--- src/rtl/dec_wr_scheduler_pkg.sv ---
// dec_wr_scheduler_pkg: FSM encoding and AXI burst geometry shared by the write scheduler
package dec_wr_scheduler_pkg;
    typedef enum logic [1:0] {S_IDLE, S_ADDR, S_DATA, S_RESP} state_t;
    localparam int BEAT_BYTES = 64;
    localparam int BOUNDARY   = 4096;
    localparam int BEAT_SHIFT = $clog2(BEAT_BYTES);
    localparam int BOUND_BITS = $clog2(BOUNDARY);
endpackage

--- src/rtl/dec_wr_scheduler_rr_arbiter.sv ---
// dec_wr_scheduler_rr_arbiter: combinational round-robin pick of the first request at or after ptr
module dec_wr_scheduler_rr_arbiter #(
    parameter int N  = 2,
    parameter int IW = 1
) (
    input  logic [N-1:0]  req,
    input  logic [IW-1:0] ptr,
    output logic [N-1:0]  gnt,
    output logic [IW-1:0] idx,
    output logic          any
);
    always_comb begin
        idx = '0;
        // descending scan over a doubled range: the lowest position at or after ptr wins, wrapping
        for (int i = 2 * N - 1; i >= 0; i--)
            if (i >= int'(ptr) && req[i % N]) idx = IW'(i % N);
        any = |req;
        gnt = any ? N'(1) << idx : '0;
    end
endmodule

--- src/rtl/dec_wr_scheduler.sv ---
// dec_wr_scheduler: round-robin AXI write-burst scheduler for NUM_DECOMPRESSOR job slots
// One burst in flight at a time; the grant is held from AW request until its BRESP.
module dec_wr_scheduler
    import dec_wr_scheduler_pkg::*;
#(
    parameter int C_M_AXI_ADDR_WIDTH = 64,
    parameter int NUM_DECOMPRESSOR   = 2,
    parameter int MAX_BEATS          = 64
) (
    input  logic                          clk,
    input  logic                          rst,
    input  logic                          job_valid_i,
    input  logic [15:0]                   job_id_i,
    input  logic [C_M_AXI_ADDR_WIDTH-1:0] des_addr,
    input  logic [31:0]                   decompression_length,
    output logic                          job_drop_o,
    input  logic [NUM_DECOMPRESSOR-1:0]   dec_burst_rdy,
    input  logic [NUM_DECOMPRESSOR-1:0]   dec_wvalid,
    output logic                          wr_req,
    input  logic                          wr_req_ack,
    output logic [C_M_AXI_ADDR_WIDTH-1:0] wr_address,
    output logic [7:0]                    wr_len,
    output logic                          wr_valid,
    input  logic                          wr_ready,
    output logic                          wr_wlast,
    output logic [NUM_DECOMPRESSOR-1:0]   wr_dec_valid,
    output logic                          bready,
    input  logic                          bresp,
    output logic [NUM_DECOMPRESSOR-1:0]   slot_done_o
);
    localparam int N  = NUM_DECOMPRESSOR;
    localparam int AW = C_M_AXI_ADDR_WIDTH;
    localparam int IW = (N > 1) ? $clog2(N) : 1;

    state_t        state_q, state_d;
    logic [AW-1:0] addr_q [N];
    logic [AW-1:0] addr_d [N];
    logic [31:0]   rem_q [N];
    logic [31:0]   rem_d [N];
    logic [N-1:0]  done_q, done_d, oh_q, oh_d, eligible, arb_gnt;
    logic [IW-1:0] grant_q, grant_d, rr_q, rr_d, arb_idx, job_slot;
    logic [AW-1:0] waddr_q, waddr_d;
    logic [7:0]    len_q, len_d;
    logic [6:0]    cnt_q, cnt_d;
    logic          drop_q, drop_d, arb_any, job_active, beat;
    logic [31:0]   sel_rem, need, bound, beats, burst_bytes;

    always_comb begin
        eligible = dec_burst_rdy;
        for (int j = 0; j < N; j++) eligible[j] = dec_burst_rdy[j] & (rem_q[j] != '0);
    end

    dec_wr_scheduler_rr_arbiter #(.N(N), .IW(IW)) u_arb (
        .req (eligible),
        .ptr (rr_q),
        .gnt (arb_gnt),
        .idx (arb_idx),
        .any (arb_any)
    );

    // burst length is the tightest of the beat cap, the 4 KB page edge and the bytes left
    always_comb begin
        sel_rem     = rem_q[arb_idx];
        need        = (sel_rem >> BEAT_SHIFT) + 32'(sel_rem[BEAT_SHIFT-1:0] != '0);
        bound       = (BOUNDARY - 32'(addr_q[arb_idx][BOUND_BITS-1:0])) >> BEAT_SHIFT;
        beats       = (need < bound) ? need : bound;
        beats       = (beats < 32'(MAX_BEATS)) ? beats : 32'(MAX_BEATS);
        burst_bytes = (32'(len_q) + 32'd1) << BEAT_SHIFT;
    end

    assign job_slot   = job_id_i[IW-1:0];
    assign job_active = (rem_q[job_slot] != '0) || (state_q != S_IDLE && grant_q == job_slot);
    assign beat       = wr_valid & wr_ready;

    always_comb begin
        state_d = state_q;
        grant_d = grant_q;
        oh_d    = oh_q;
        rr_d    = rr_q;
        waddr_d = waddr_q;
        len_d   = len_q;
        cnt_d   = cnt_q;
        addr_d  = addr_q;
        rem_d   = rem_q;
        done_d  = done_q;
        drop_d  = 1'b0;
        case (state_q)
            S_IDLE: if (arb_any) begin
                state_d = S_ADDR;
                grant_d = arb_idx;
                oh_d    = arb_gnt;
                waddr_d = addr_q[arb_idx];
                len_d   = 8'(beats - 32'd1);
            end
            S_ADDR: if (wr_req_ack) begin
                state_d = S_DATA;
                cnt_d   = '0;
            end
            S_DATA: if (beat) begin
                cnt_d   = cnt_q + 7'd1;
                state_d = wr_wlast ? S_RESP : S_DATA;
            end
            S_RESP: if (bresp) begin
                state_d         = S_IDLE;
                addr_d[grant_q] = addr_q[grant_q] + AW'(burst_bytes);
                rem_d[grant_q]  = (rem_q[grant_q] > burst_bytes) ? rem_q[grant_q] - burst_bytes : '0;
                done_d[grant_q] = rem_q[grant_q] <= burst_bytes;
                rr_d            = (grant_q == IW'(N - 1)) ? '0 : grant_q + IW'(1);
            end
            default: state_d = S_IDLE;
        endcase
        // a load never targets the granted slot, so it cannot collide with the RESP update above
        if (job_valid_i && (job_id_i >= 16'(N) || job_active)) drop_d = 1'b1;
        else if (job_valid_i) begin
            addr_d[job_slot] = des_addr & ~AW'(BEAT_BYTES - 1);
            rem_d[job_slot]  = decompression_length;
            done_d[job_slot] = decompression_length == '0;
        end
    end

    always_ff @(posedge clk) begin
        if (rst) begin
            state_q <= S_IDLE;
            addr_q  <= '{default: '0};
            rem_q   <= '{default: '0};
            done_q  <= '0;
            oh_q    <= '0;
            grant_q <= '0;
            rr_q    <= '0;
            waddr_q <= '0;
            len_q   <= '0;
            cnt_q   <= '0;
            drop_q  <= 1'b0;
        end else begin
            state_q <= state_d;
            addr_q  <= addr_d;
            rem_q   <= rem_d;
            done_q  <= done_d;
            oh_q    <= oh_d;
            grant_q <= grant_d;
            rr_q    <= rr_d;
            waddr_q <= waddr_d;
            len_q   <= len_d;
            cnt_q   <= cnt_d;
            drop_q  <= drop_d;
        end
    end

    always_comb begin
        wr_req       = state_q == S_ADDR;
        wr_address   = waddr_q;
        wr_len       = len_q;
        wr_valid     = state_q == S_DATA && |(oh_q & dec_wvalid);
        wr_wlast     = state_q == S_DATA && cnt_q == len_q[6:0];
        wr_dec_valid = (state_q == S_DATA) ? oh_q : '0;
        bready       = state_q == S_RESP;
        job_drop_o   = drop_q;
        slot_done_o  = done_q;
    end
endmodule

--- config.mk ---
export PLATFORM = sky130hd
export DESIGN_NAME = dec_wr_scheduler
export DESIGN_NICKNAME = d
export VERILOG_FILES = /design/src/rtl/dec_wr_scheduler_pkg.sv /design/src/rtl/dec_wr_scheduler_rr_arbiter.sv /design/src/rtl/dec_wr_scheduler.sv
export SDC_FILE = /design/constraint.sdc
export NUM_CORES = 1
export LEC_CHECK = 0
export ABC_AREA = 1
export BUFFER_PORTS_ARGS = -buffer_cell sky130_fd_sc_hd__buf_2
export CAP_MARGIN = 5
export CORE_ASPECT_RATIO = 0.7
export CORE_UTILIZATION = 30
export DETAILED_ROUTE_END_ITERATION = 8
export REMOVE_ABC_BUFFERS = 1
export SLEW_MARGIN = 10
export SYNTH_ARGS = -nofsm -noshare
export SYNTH_HDL_FRONTEND = slang
export SYNTH_SLANG_ARGS = --single-unit
--- constraint.sdc ---
create_clock -name clk -period 7 [get_ports clk]
set_input_delay 0.7 -clock clk [delete_from_list [all_inputs] [get_ports clk]]
set_output_delay 0.7 -clock clk [all_outputs]
set_load 0.02 [all_outputs]
* Word level (Yosys, flattened, before mapping) *
Cells that the tools add are included.

word-level totals
  flip-flop bits (word level) = 280
  output and inout port bits = 81
  bits of input ports = 122
  logic and storage cells = 140

cells by class
  order comparisons = 15
  add/subtract/negate cells = 8
  reduce and logical (&&, ||, !) cells = 25
  bitwise operators = 7
  shift-type cells = 1
  equality and inequality tests = 9
  mux-type cells = 62

operators with widths
  kind                                                                     number
  64-bit 2-to-1 mux                                                        12
  128-bit 2-to-1 mux                                                       4
  32-bit 2-to-1 mux                                                        12
  128-bit bitwise mux                                                      2
  64-bit bitwise mux                                                       2
  64-bit demux with 1-bit select                                           2
  32-bit nonzero test                                                      3
  64-bit by 15-bit adder with 64-bit output                                1
  32-bit demux with 1-bit select                                           2
  32-bit by 15-bit > comparator with 1-bit output                          1
  32-bit by 15-bit less-or-equal comparator with 1-bit output              1
  32-bit zero test                                                         1
  32-bit by 15-bit subtractor with 32-bit output                           1
  26-bit by 1-bit adder with 27-bit output                                 1
  27-bit by 26-bit < comparator with 1-bit output                          1
  27-bit by 7-bit < comparator with 1-bit output (second input constant)   1
  27-bit 2-to-1 mux                                                        1
  2-bit 2-to-1 mux                                                         9
  16-bit by 2-bit >= comparator with 1-bit output (second input constant)  1
  7-bit 2-to-1 mux                                                         2
  7-bit one-hot mux with 2 select lines                                    1
  13-bit by 12-bit subtractor with 14-bit output (first input constant)    1
  8-bit by 1-bit adder with 9-bit output (second input constant)           1
  1-bit logical AND                                                        9
  other kinds (31)                                                         55

* Logic depth before layout (Yosys ltp) *
  depth after elaboration = 15
  gate-level depth with buffers = 39
  mapped depth without buffers = 36

* By module *
From an unflattened synthesis, not the netlist that was laid out.

unflattened totals
  cells, all modules = 2,903
  area, all modules = 18,296.3 µm²

by module, submodules not included
  module                       instances  cells an instance  area an instance (µm²)
  dec_wr_scheduler             1          2,896              18,266.3
  dec_wr_scheduler_rr_arbiter  1          7                  30.0

* Least setup slack after synthesis *
No wires, ideal clock.

  path type = reg-to-reg
  start point = register oh_q[1] (netlist name)
  end point = register addr_q[117] (netlist bit)
  library setup time = 115 ps
  slack = 2,100 ps
  data required time = 6,885 ps
  arrival = 4,785 ps
  stages on the path, launching flop included = 27
  path through = dfxtp_1 > buf_2 > buf_1 > clkbuf_1 > buf_1 > clkbuf_1 > clkbuf_1 > o21ai_0 > ha_1 > nand3_1 > nand2_1 > inv_1 > o21a_1 > o21bai_1 > a21oi_1 > o21ai_0 > nand3_1 > nor4_1 > nand2_1 > nor2_1 > inv_1 > nor2_1 > nand2_1 > nor2_1 > xor2_1 > o21ai_0 > inv_1

RTL lines
  what                    line                     text
  end signal: assignment  dec_wr_scheduler.sv:136  addr_q <= addr_d;
  end: declaration        dec_wr_scheduler.sv:36   logic [AW-1:0] addr_q [N];

* Worst setup path after layout *
  start point = register rem_q[63] (netlist bit)
  end point = register len_q[4] (netlist: wr_len[4])

on the way
  cells in the longest elaborated chain, start to end = 15
  elaborated cells on any way between the ends = 21
  those cells by class = add/sub: 3; order compare: 2; mux: 9; bitwise: 2; reduce/logical: 5

ends and longest elaborated chain
  what                                                    line                                            text
  start: declaration                                      dec_wr_scheduler.sv:38                          logic [31:0] rem_q [N];
  start signal: assignment                                dec_wr_scheduler.sv:137                         rem_q <= rem_d;
  32-bit nonzero test                                     dec_wr_scheduler.sv:50                          for (int j = 0; j < N; j++) eligible[j] = dec_burst_rdy[j] & (rem_q[j] != '0);
  1-bit bitwise AND                                       dec_wr_scheduler.sv:50
  1-bit logical AND                                       dec_wr_scheduler_rr_arbiter.sv:16               if (i >= int'(ptr) && req[i % N]) idx = IW'(i % N);
  1-bit 2-to-1 mux                                        dec_wr_scheduler_rr_arbiter.sv:16
  1-bit inverter with 2-bit output (implied by the code)  dec_wr_scheduler.sv:63, dec_wr_scheduler.sv:65
  32-bit 2-to-1 mux (implied by the code) (3 in a row)    dec_wr_scheduler.sv:63                          sel_rem = rem_q[arb_idx];
  6-bit nonzero test                                      dec_wr_scheduler.sv:64                          need = (sel_rem >> BEAT_SHIFT) + 32'(sel_rem[BEAT_SHIFT-1:0] != '0);
  26-bit by 1-bit adder with 27-bit output                dec_wr_scheduler.sv:64
  27-bit by 26-bit < comparator with 1-bit output         dec_wr_scheduler.sv:66                          beats = (need < bound) ? need : bound;
  27-bit 2-to-1 mux                                       dec_wr_scheduler.sv:66
  27-bit by 7-bit < comparator with 1-bit output          dec_wr_scheduler.sv:67                          beats = (beats < 32'(MAX_BEATS)) ? beats : 32'(MAX_BEATS);
  8-bit 2-to-1 mux                                        dec_wr_scheduler.sv:67
  8-bit by 1-bit subtractor with 8-bit output             dec_wr_scheduler.sv:93                          len_d = 8'(beats - 32'd1);
  end signal: assignment                                  dec_wr_scheduler.sv:143                         len_q <= len_d;
  end: declaration                                        dec_wr_scheduler.sv:43                          logic [7:0] len_q, len_d;

Parallel ways exist; a longest one is shown, timed or not. The select of a mux whose other input is x is not followed.
A chain may end at the register's enable or synchronous reset.

==> metrics.txt <==
status=complete, no violations; Resized cells post-CTS=0; Die Area=61,300 um^2; Int Power=3730 uW; critical path's slowest cell=and2_1; Setup violations, final=0; minimum clock period=6.12 ns; worst relative slew slack=28.7%; Hold Vio Cnt, Final=0; synthesized area=18,100 um^2; Worst-Skew Late Latency=0.59 ns; part of the Yosys area used for sequential elements=30.9%; worst slew pin tran=1.04 ns; worst path bufs/invs=4; placed cells=3,717; first-pass GRT wire length=104,000 um; WS Path Type=flip-flop to flip-flop; DP HPWL=47,600 um; DRC viols=0; Post-CTS Hold Buffers=0; Setup crit end kind=flip-flop; Ys Warns=0; largest net degree at the start of global routing=102; placed cell area=19,700 um^2; Syn-to-layout area delta=14.4%; CP required=7.48 ns; GRT Util Overall=21.6%; gpl congestion=0.931; CP arrival=6.60 ns; core footprint=59,000 um^2; Initial Utilization=30.7%; DRT iter0 DRCs=1,802; post-route ant nets=0; maxcap violations=0; fraction of layout cells with a size suffix above 1=12.0%; Reg clk slew, reported paths=0.06 ns; clock buffer depth=3; CTS HTree Levels=1; io pins=203; I/O Buffers=196; Initial DRT Pass Iterations=6; clock skew=0.0131 ns; Comb pwr share=51.6%; Post-synth ARST share=0%; leak pwr=0.00852 uW; Yosys cell types=55; CTS root buf=clkbuf_16; Num CTS Buffers=31; critical path's top delay family=simple AND/OR/NAND/NOR gates; switching share of power=48.2%; final wirelength=68,200 um; initial antenna violation count=6; Hold Path Class=primary input to flip-flop; Mapped Cells=2,848; WL/cell=18.1 um; sw power=3480 uW; Mean Syn Cell Area=6.35 um^2; EDFF count, synth=0; PD cells=348 nW/um^2; routed via count divided by cell count=5.10; Top FF cell, synth=dfxtp_1; Vias=19.2k; Crit path largest cell delay=0.42 ns; clock power share=23.1%; period utilization=87.4%; Yosys reg bits=279; hold slack final=0.369 ns; FMAX=0.163 GHz; crit path launch type=flip-flop; Die Wd=296 um; max-slew violation count=0; clock sink count=279; CTS tree=done; vias in the first global route=17.4k; Final Util=35.1%; Final Non-Filler Cells=3,773; Post-CTS Setup Inserts=0; Die H=207 um; design area=20,700 um^2; Layout Nets=3,109; Total Power=7210 uW; Worst Path Max Fanout=25; gr ovfl total=0; sequential share of power=25.3%; placement row count=74; VDD IR-drop max=0.239 mV; RSZ-0062 raised after global routing=false
[logic make-up after synthesis]
kind of cell	share of synthesized area [%]
AO/OA/AOI/OAI	22.2
XOR/XNOR	4.36
adder cells (fa/ha/maj)	2.50
buffers and inverters	9.87
flip-flops	30.9
multiplexers	1.44
AND/OR/NAND/NOR	28.8
[worst min-delay path, delay by kind of cell]
kind	cells	cell delay [ns]
AOI/OAI and AO/OA	1	0.09
buffers and inverters	2	0.14
[stage by stage]
step / setup slack (ns) / TNS [ns]
after detailed placement: 1.04 / 0
after global placement: 1.11 / 0
final: 0.880 / 0
after global routing: 0.401 / 0
after CTS: 0.959 / 0
after floorplan: -0.178 / -1.05
[state kept, by name, indices dropped and copies added (netlist names)]
name	flops
rr_q	1
slot_done_o	2
cnt_q	7
state_q	2
addr_q	128
wr_len	8
oh_q	2
job_drop_o	1
wr_address	64
rem_q	64
[layout make-up]
type / instances / area [um^2]
antenna: 3 / 7.51
clock buffer: 44 / 896
clock inverter: 9 / 111
fill: 6511 / 38300
inverter: 301 / 1130
multi-input combinational: 2115 / 10800
sequential: 279 / 5590
tap: 798 / 998
timing repair buffer: 224 / 1190
[placed cells by master (no fill, tap or decap), types with 4 or more instances in the layout]
cell	Yosys	final
nand2_1	718	716
o21ai_0	329	329
dfxtp_1	279	278
inv_1	276	274
nor2_1	253	248
a21oi_1	223	223
buf_2	5	195
a31oi_1	110	110
nand3_1	97	96
xor2_1	66	66
ha_1	33	33
clkbuf_16	0	32
nor3_1	31	31
nand4_1	29	29
nor4_1	29	29
buf_4	5	29
mux2i_1	26	26
inv_2	22	24
xnor2_1	24	24
o21bai_1	19	19
o21ai_1	14	14
or2_2	13	13
nor2_2	11	12
nor2_4	7	11
nand2_2	7	8
nand3b_1	8	8
a211oi_1	8	8
o211ai_1	8	8
clkbuf_1	115	7
o221ai_1	6	6
nor3b_1	6	6
a311oi_1	6	6
nand2_4	4	5
clkbuf_8	0	5
nand3_2	4	4
[synthesized netlist by cell type (all sizes together) (6+ instances only)]
cell,instances,area share (%)
a31oi,110,3.8
or2,13,0.45
buf,38,1.2
nor2,271,6.1
xnor2,24,1.2
o211ai,8,0.33
nand2,730,15
mux2i,26,1.4
nand3,103,3.1
xor2,66,3.2
o21bai,19,0.79
nor3b,6,0.25
nand4,29,1.0
a211oi,8,0.33
o21ai,345,9.6
dfxtp,279,31
clkbuf,115,2.4
inv,298,6.2
a21oi,224,6.2
nor4,29,1.0
nor3,31,0.86
o221ai,6,0.29
ha,33,2.3
a311oi,6,0.29
nand3b,8,0.33
[power groups by stage]
stage                     logic [uW]  registers (uW)  clock network [uW]
final                           3720            1830                1670
after global routing            4110            1840                1760
after CTS                       3670            1830                1700
after detailed placement        3650            1860                   0
after global placement          3640            1860                   0
after floorplan                 2480            1930                   0
[routing by layer]
| layer | wire length [um] | GRT usage, % | vias to the layer above |
|---|---|---|---|
| met3 | 5770 | 4.06 | 74 |
| met1 | 31300 | 30.6 | 8894 |
| met2 | 29800 | 33.7 | 646 |
| li1 | - | - | 9631 |
| met4 | 1280 | 4.68 | 2 |
| met5 | 13 | 0 | - |
[final timing paths]
| path | cells past startpoint | endpoint | slack, ns | start |
|---|---|---|---|---|
| setup / recovery | 34 | wr_len[4]$_SDFFE_PP0P_ | 0.88 | rem_q[63]$_SDFF_PP0_ |
| hold / removal | 3 | addr_q[33]$_SDFF_PP0_ | 0.37 | des_addr[33] |
| setup reg to reg | 34 | wr_len[4]$_SDFFE_PP0P_ | 0.88 | rem_q[63]$_SDFF_PP0_ |
| hold reg to reg | 2 | addr_q[4]$_SDFF_PP0_ | 0.44 | addr_q[4]$_SDFF_PP0_ |
Note: power is estimated with default switching activity, not from simulation.
